$ cat src/rtl/serial_adder_pkg.sv
// rtl/serial_adder_pkg.sv - shared constants and state encoding for the serial adder
//
// Purpose : holds the default operand width and the FSM state encoding used by
//           serial_adder.
// Contents: DEFAULT_WIDTH  default operand width in bits
//           state_t        IDLE=0, RUN=1, DONE=2
// Config  : SERIAL_ADDER_SUB_EN (not referenced here)
package serial_adder_pkg;

  localparam int DEFAULT_WIDTH = 8;

  typedef enum logic [1:0] {
    IDLE = 2'd0,
    RUN  = 2'd1,
    DONE = 2'd2
  } state_t;

endpackage

$ cat src/rtl/serial_bit_cell.sv
// rtl/serial_bit_cell.sv - one-bit full adder / full subtractor cell
//
// Purpose : combinational per-bit logic of the serial adder.
// Ports   : x    in   operand bit from a
//           y    in   operand bit from b
//           cin  in   incoming carry (borrow when subtracting)
//           sub  in   1 = subtract (only with SERIAL_ADDER_SUB_EN)
//           s    out  sum / difference bit
//           cout out  outgoing carry (borrow when subtracting)
// Config  : SERIAL_ADDER_SUB_EN adds the sub port and the borrow chain.
module serial_bit_cell (
  input  logic x,
  input  logic y,
  input  logic cin,
`ifdef SERIAL_ADDER_SUB_EN
  input  logic sub,
`endif
  output logic s,
  output logic cout
);

  logic w_xy;
  logic w_carry;

  // Sum and difference bits are the same three-input parity.
  assign w_xy    = x ^ y;
  assign s       = w_xy ^ cin;
  assign w_carry = (x & y) | (w_xy & cin);

`ifdef SERIAL_ADDER_SUB_EN
  logic w_borrow;
  assign w_borrow = (~x & y) | (~w_xy & cin);
  assign cout     = sub ? w_borrow : w_carry;
`else
  assign cout     = w_carry;
`endif

endmodule

$ cat src/rtl/serial_adder.sv
// rtl/serial_adder.sv - bit-serial adder (optional subtractor), LSB first, one bit per clock
//
// Purpose : adds two WIDTH-bit operands over WIDTH clocks and reports {cout,sum}.
// Ports   : clk   in   rising-edge clock
//           rst   in   asynchronous active-high reset
//           start in   begin an operation (accepted in IDLE or DONE)
//           a, b  in   operands, captured when start is accepted
//           sub   in   1 = a-b (only with SERIAL_ADDER_SUB_EN)
//           busy  out  high while the operation runs
//           done  out  one-cycle completion pulse
//           sum   out  result, updated only on completion
//           cout  out  final carry (borrow when subtracting)
// Config  : SERIAL_ADDER_SUB_EN enables the sub port and subtraction.
module serial_adder
  import serial_adder_pkg::*;
#(
  parameter int WIDTH = DEFAULT_WIDTH
) (
  input  logic             clk,
  input  logic             rst,
  input  logic             start,
  input  logic [WIDTH-1:0] a,
  input  logic [WIDTH-1:0] b,
`ifdef SERIAL_ADDER_SUB_EN
  input  logic             sub,
`endif
  output logic             busy,
  output logic             done,
  output logic [WIDTH-1:0] sum,
  output logic             cout
);

  localparam int CW = $clog2(WIDTH);

  state_t           r_state;
  // r_a doubles as the result shift register: each consumed operand bit
  // leaves at the bottom while the new result bit enters at the top.
  logic [WIDTH-1:0] r_a;
  logic [WIDTH-1:0] r_b;
  logic             r_carry;
  logic [CW-1:0]    r_cnt;
  logic [WIDTH-1:0] r_sum;
  logic             r_cout;
  logic             r_done;
`ifdef SERIAL_ADDER_SUB_EN
  logic             r_sub;
`endif

  logic w_s;
  logic w_c;

  serial_bit_cell u_cell (
    .x    (r_a[0]),
    .y    (r_b[0]),
    .cin  (r_carry),
`ifdef SERIAL_ADDER_SUB_EN
    .sub  (r_sub),
`endif
    .s    (w_s),
    .cout (w_c)
  );

  always_ff @(posedge clk or posedge rst) begin
    if (rst) begin
      r_state <= IDLE;
      r_a     <= '0;
      r_b     <= '0;
      r_carry <= 1'b0;
      r_cnt   <= '0;
      r_sum   <= '0;
      r_cout  <= 1'b0;
      r_done  <= 1'b0;
`ifdef SERIAL_ADDER_SUB_EN
      r_sub   <= 1'b0;
`endif
    end else begin
      case (r_state)
        IDLE, DONE: begin
          r_done <= 1'b0;
          if (start) begin
            r_a     <= a;
            r_b     <= b;
            r_carry <= 1'b0;
            r_cnt   <= '0;
`ifdef SERIAL_ADDER_SUB_EN
            r_sub   <= sub;
`endif
            r_state <= RUN;
          end else begin
            r_state <= IDLE;
          end
        end
        RUN: begin
          r_a     <= {w_s, r_a[WIDTH-1:1]};
          r_b     <= {1'b0, r_b[WIDTH-1:1]};
          r_carry <= w_c;
          r_cnt   <= r_cnt + CW'(1);
          if (r_cnt == CW'(WIDTH - 1)) begin
            // Last bit: publish the shifted-in result including this bit.
            r_sum   <= {w_s, r_a[WIDTH-1:1]};
            r_cout  <= w_c;
            r_done  <= 1'b1;
            r_state <= DONE;
          end
        end
        default: begin
          r_done  <= 1'b0;
          r_state <= IDLE;
        end
      endcase
    end
  end

  assign busy = (r_state == RUN);
  assign done = r_done;
  assign sum  = r_sum;
  assign cout = r_cout;

endmodule

$ cat config.mk
export PLATFORM = sky130hd
export DESIGN_NAME = serial_adder
export DESIGN_NICKNAME = d
export VERILOG_FILES = /design/src/rtl/serial_adder_pkg.sv /design/src/rtl/serial_bit_cell.sv /design/src/rtl/serial_adder.sv
export SDC_FILE = /design/constraint.sdc
export NUM_CORES = 1
export LEC_CHECK = 0
export ABC_AREA = 0
export CORE_ASPECT_RATIO = 0.5
export CORE_MARGIN = 8
export CORE_UTILIZATION = 45
export CTS_CLUSTER_DIAMETER = 200
export DETAILED_ROUTE_END_ITERATION = 12
export GPL_TIMING_DRIVEN = 0
export PLACE_DENSITY = 0.71
export SLEW_MARGIN = 30
export SYNTH_ARGS = -nofsm -noshare
export SYNTH_HDL_FRONTEND = slang
export SYNTH_HIERARCHICAL = 1
export SYNTH_SLANG_ARGS = --single-unit
$ cat constraint.sdc
create_clock -name clk -period 1.5 [get_ports clk]
set_input_delay 0.45 -clock clk [delete_from_list [all_inputs] [get_ports clk]]
set_output_delay 0.45 -clock clk [all_outputs]
set_load 0.005 [all_outputs]
# == After elaboration in Yosys (flattened, before gate mapping) ==
# Cells that the tools add are included.
# word_totals
regBits,32
out_inout_bits,11
in_bits,19
# op_classes
add_sub_neg,1
eq_ne,5
n_bitwise,5
mux,13
reduce_logical,5
# ops
cell,n
8-bit case mux with 2 select lines,2
8-bit two-way mux,2
3-bit case mux with 2 select lines,1
1-bit two-way mux,4
2-bit case mux with 2 select lines,1
2-bit AND reduction,2
3-bit by 1-bit adder with 3-bit output (second input constant),1
3-bit == test (second input constant),1
3-bit two-way mux,1
1-bit bitwise AND,2
2-bit by 1-bit == test with 1-bit output (second input constant),1
2-bit == test (second input constant),1
2-bit logical NOT,1
2-bit two-way mux,1
2-bit by 1-bit != test with 1-bit output (second input constant),1
2-bit != test (second input constant),1
1-bit case mux with 2 select lines,1
2-bit nonzero test,1
2-bit OR reduction,1
1-bit XOR,2
1-bit OR,1

# == Depth between registers and ports, before layout ==
# depth
word_depth,4
ltp_mapped,6
ltp_nobuf,4

# == Cells and area by module ==
# The synthesis kept the hierarchy.
# by_module_without_submodules
module,seq_area_each_um2,cells_each,n_inst,area_each_um2
serial_adder,775.7,117,1,1418.9
serial_bit_cell,0.0,1,1,20.0

# == Least setup slack after synthesis ==
# OpenSTA, ideal clock, no wires.
# synth_timing
kind,register -> register
startpoint,reg r_cnt[0]
endpoint,reg r_cnt[2]
period_less_slack_ns,1.398
path_slack_ns,0.102
setup_time_ns,0.121
path_buffers,0
path_stages_with_launch,5
t_required_ns,1.379
arrival_ns,1.277
cell_sequence,dfrtp_1 > ha_1 > ha_1 > mux2_2 > a22o_1
# synth_via
elab_chain_cells,2
# synth_rtl
item,line,text
start: declaration,serial_adder.sv:41,logic [CW-1:0] r_cnt;
start signal: assignment,serial_adder.sv:97,r_cnt <= r_cnt + CW'(1);
3-bit by 1-bit adder with 3-bit output,serial_adder.sv:97,
3-bit case mux with 2 select lines,serial_adder.sv:77,case (r_state)
# No other way between the ends.
# A chain may end at the register's enable or synchronous reset.

# == Worst setup path after layout ==
# layout_timing
startpoint,reg r_state[0]
endpoint,out busy
# layout_via
elab_chain_cells,1
# layout_rtl
item,line,text
start: declaration,serial_adder.sv:35,state_t r_state;
start signal: assignment,serial_adder.sv:65,r_state <= IDLE;
start signal: assignment,serial_adder.sv:88,r_state <= RUN;
start signal: assignment,serial_adder.sv:90,r_state <= IDLE;
2-bit by 1-bit == test with 1-bit output,serial_adder.sv:114,assign busy = (r_state == RUN);
end: declaration,serial_adder.sv:27,"output logic busy,"
# No other way between the ends.

==> results_dict.tcl <==
set metrics [dict create \
    gp_congestion 0.706 \
    leakage_nw 0.897 \
    crit_path_start_kind "flop" \
    slew_headroom 0.583 \
    dieArea_sq_mm 0.00537 \
    syn-instance-count 118 \
    min_from "sum[0]" \
    hold_end "sum[0]" \
    worstPathArrival_ns 1.01 \
    path_class "flop to output port" \
    worstMarginPinSlew_ns 0.625 \
    final_nets 178 \
    clock_sinks 31 \
    maxCapViolCount 0 \
    clock_tree.root_cell "clkbuf_8" \
    end_kind "output port" \
    r2r_end "r_cnt[2]" \
    status "complete, no violations" \
    hold_ws_ns 0.503 \
    clock_latency_ns 0.29 \
    yosys-top-cells-area "dfrtp_1 54%, mux2_4 9.4%, a21oi_1 5.2%" \
    ios 30 \
    swShare 0.331 \
    intPower_mw 2.63 \
    hold_path_class "flop to flop" \
    overflow 0 \
    cts_tree "done" \
    ys_types 23 \
    clockBufferDepth 2 \
    avgSynthCellArea_sq_um 12.2 \
    die_x_um 96.0 \
    cts_inserted_buffers 5 \
    cts_max_level 2 \
    grt_pass1_wl_um 4850 \
    vdd_drop_max_mv 0.879 \
    first_iter_violations 28 \
    drtPass1Iterations 4 \
    core_sq_mm 0.00303 \
    ys.warnings.count 6 \
    synth_edf_count 0 \
    worstReg2RegStart "r_cnt[0]" \
    synth_fp_nets 140 \
    grt_pass1_vias 1002 \
    netlist.top_cell.by_area "dfrtp_1" \
    drive_gt1_frac 0.217 \
    drt_wl_total_um 2850 \
    ys_top_cells_by_count "31 x dfrtp_1, 15 x a21oi_1, 14 x inv_1" \
    clk_pin_slew_ns 0.06 \
    antenna_found_initial 0 \
    fin_crit_ns 1.46 \
    p_seq_frac 0.391 \
    worst-r2r-cell-count 4 \
    cp.required_ns 1.05 \
    drv_slew 0 \
    via_per_inst 5.10 \
    synth_top_area_frac 0.539 \
    antennaDiodeCount 0 \
    hold_viol 0 \
    finalClockSkew_ns 0.00517 \
    ys_ff_latch 31 \
    fin_crit_sh 0.971 \
    netSwitchingPower_mw 1.30 \
    max_freq_mhz 687 \
    grt_max_degree 32 \
    setup_viol 0 \
    vias 1004 \
    syn2layout_area_growth_pct 30.2 \
    initial_core_util 0.475 \
    hpwl_um 1950 \
    rows 14 \
    ant_nets 0 \
    holdBufCountCts 0 \
    die_y_um 56.0 \
    ff2ff_setup_slack_ns 0.05 \
    rsz0062_at_grt "yes" \
    yosysMostFrequentCell "dfrtp_1" \
    p_clk_frac 0.186 \
    synth_flop_cell "dfrtp_1" \
    async_reset_ff_frac 1.00 \
    total_power_mw 3.93 \
    grt_use_total 0.121 \
    hold_depth 1 \
    wl_per_cell_um 14.5 \
    drc_errors 0 \
    portBuffers 28 \
    worstPathMaxFanout 5 \
    synth.cell_area_sq_mm 0.00144 \
    pwr-share-comb 0.423 \
    yosysSeqAreaShare 0.539 \
    p_per_area_mw_per_mm2 2100 \
]
critical path: stages, from the launching register on:
cell      delay, ns
dfrtp_1        0.45
nand2b_4       0.12
clkinv_4       0.05
buf_6          0.10
placed cells by master (no fill, tap or decap), types with 2 or more instances in the layout:
cell type	Yosys	routed
o22ai_1	12	12
mux2_4	9	9
ha_1	2	2
dlygate4sd2_1	0	10
inv_1	14	13
o21ai_0	3	3
buf_2	3	3
clkbuf_1	1	2
clkbuf_8	0	7
dfrtp_1	31	31
nor2b_1	3	3
clkdlybuf4s50_1	0	17
mux2_2	3	3
buf_4	0	5
buf_6	3	2
a22o_1	3	3
a211oi_1	3	3
nand3_1	2	2
mux2i_1	4	4
a21oi_1	15	15
kinds of logic after synthesis:
group                      after synthesis  share of synthesized area
muxes                                   16                      0.145
buffers and inverters                   22                     0.0791
adders and majority gates                3                     0.0313
AOI/OAI and AO/OA                       36                      0.149
DFF                                     31                      0.539
and+or+nand+nor                         10                     0.0565
sequential cells by signal (all words and copies together), names as in the netlist:
signal,cells
r_a,8
r_b,8
sum,8
r_cnt,3
cout,1
done,1
r_carry,1
r_state,1
stage by stage:
stage,setup TNS (ns),instances,util,setup slack [ns],cell area [sq um]
final,0,197,0.618,0.0435,1870
after global routing,-0.00839,197,0.618,-0.00839,1870
after CTS,-0.0333,198,0.622,-0.0333,1880
after detailed placement,-0.308,186,0.584,-0.308,1770
after global placement,-11.83,186,0.584,-0.374,1770
after floorplan,0,118,-,0.102,1440
routing by layer:
metal  share of wire  up-vias  track usage  wire (um)
met2            0.42       19        0.155       1190
met1            0.50      483        0.160       1420
met3           0.055        8       0.0431        156
met5               0        -            0          0
met4           0.030        0       0.0911         85
li1                -      494            -          -
power groups by stage:
stage	registers [mW]	logic (mW)	clock network, mW
after floorplan	1.50	1.18	0
after global placement	1.53	1.67	0
after detailed placement	1.56	1.71	0
after CTS	1.53	1.70	0.749
after global routing	1.58	1.86	0.791
final	1.54	1.66	0.731
worst max-delay path by stage:
stage,slack (ns),start,endpoint,cells past startpoint
2_1_floorplan,0.10,r_cnt[0],r_cnt[2],4
3_3_place_gp,-0.37,rst,r_b[4],2
3_5_place_dp,-0.31,done,busy,5
4_1_cts,-0.03,done,busy,4
5_1_grt,-0.008,done,busy,3
6_report,0.04,r_state[0],busy,3
timing repair:
action                     CTS  global route
resized for setup           15             0
setup endpoints to repair   11             1
setup buffers                5             0
final cells by class:
cell class / instances / area [sq um]
clock buffer: 8 / 100
fill: 246 / 1160
buffer: 5 / 30.0
tap: 40 / 50.0
timing repair buffer: 33 / 307
sequential: 31 / 776
inverter: 15 / 61.3
multi-input combinational: 65 / 549
No activity file was read; power rests on OpenSTA's default activity.
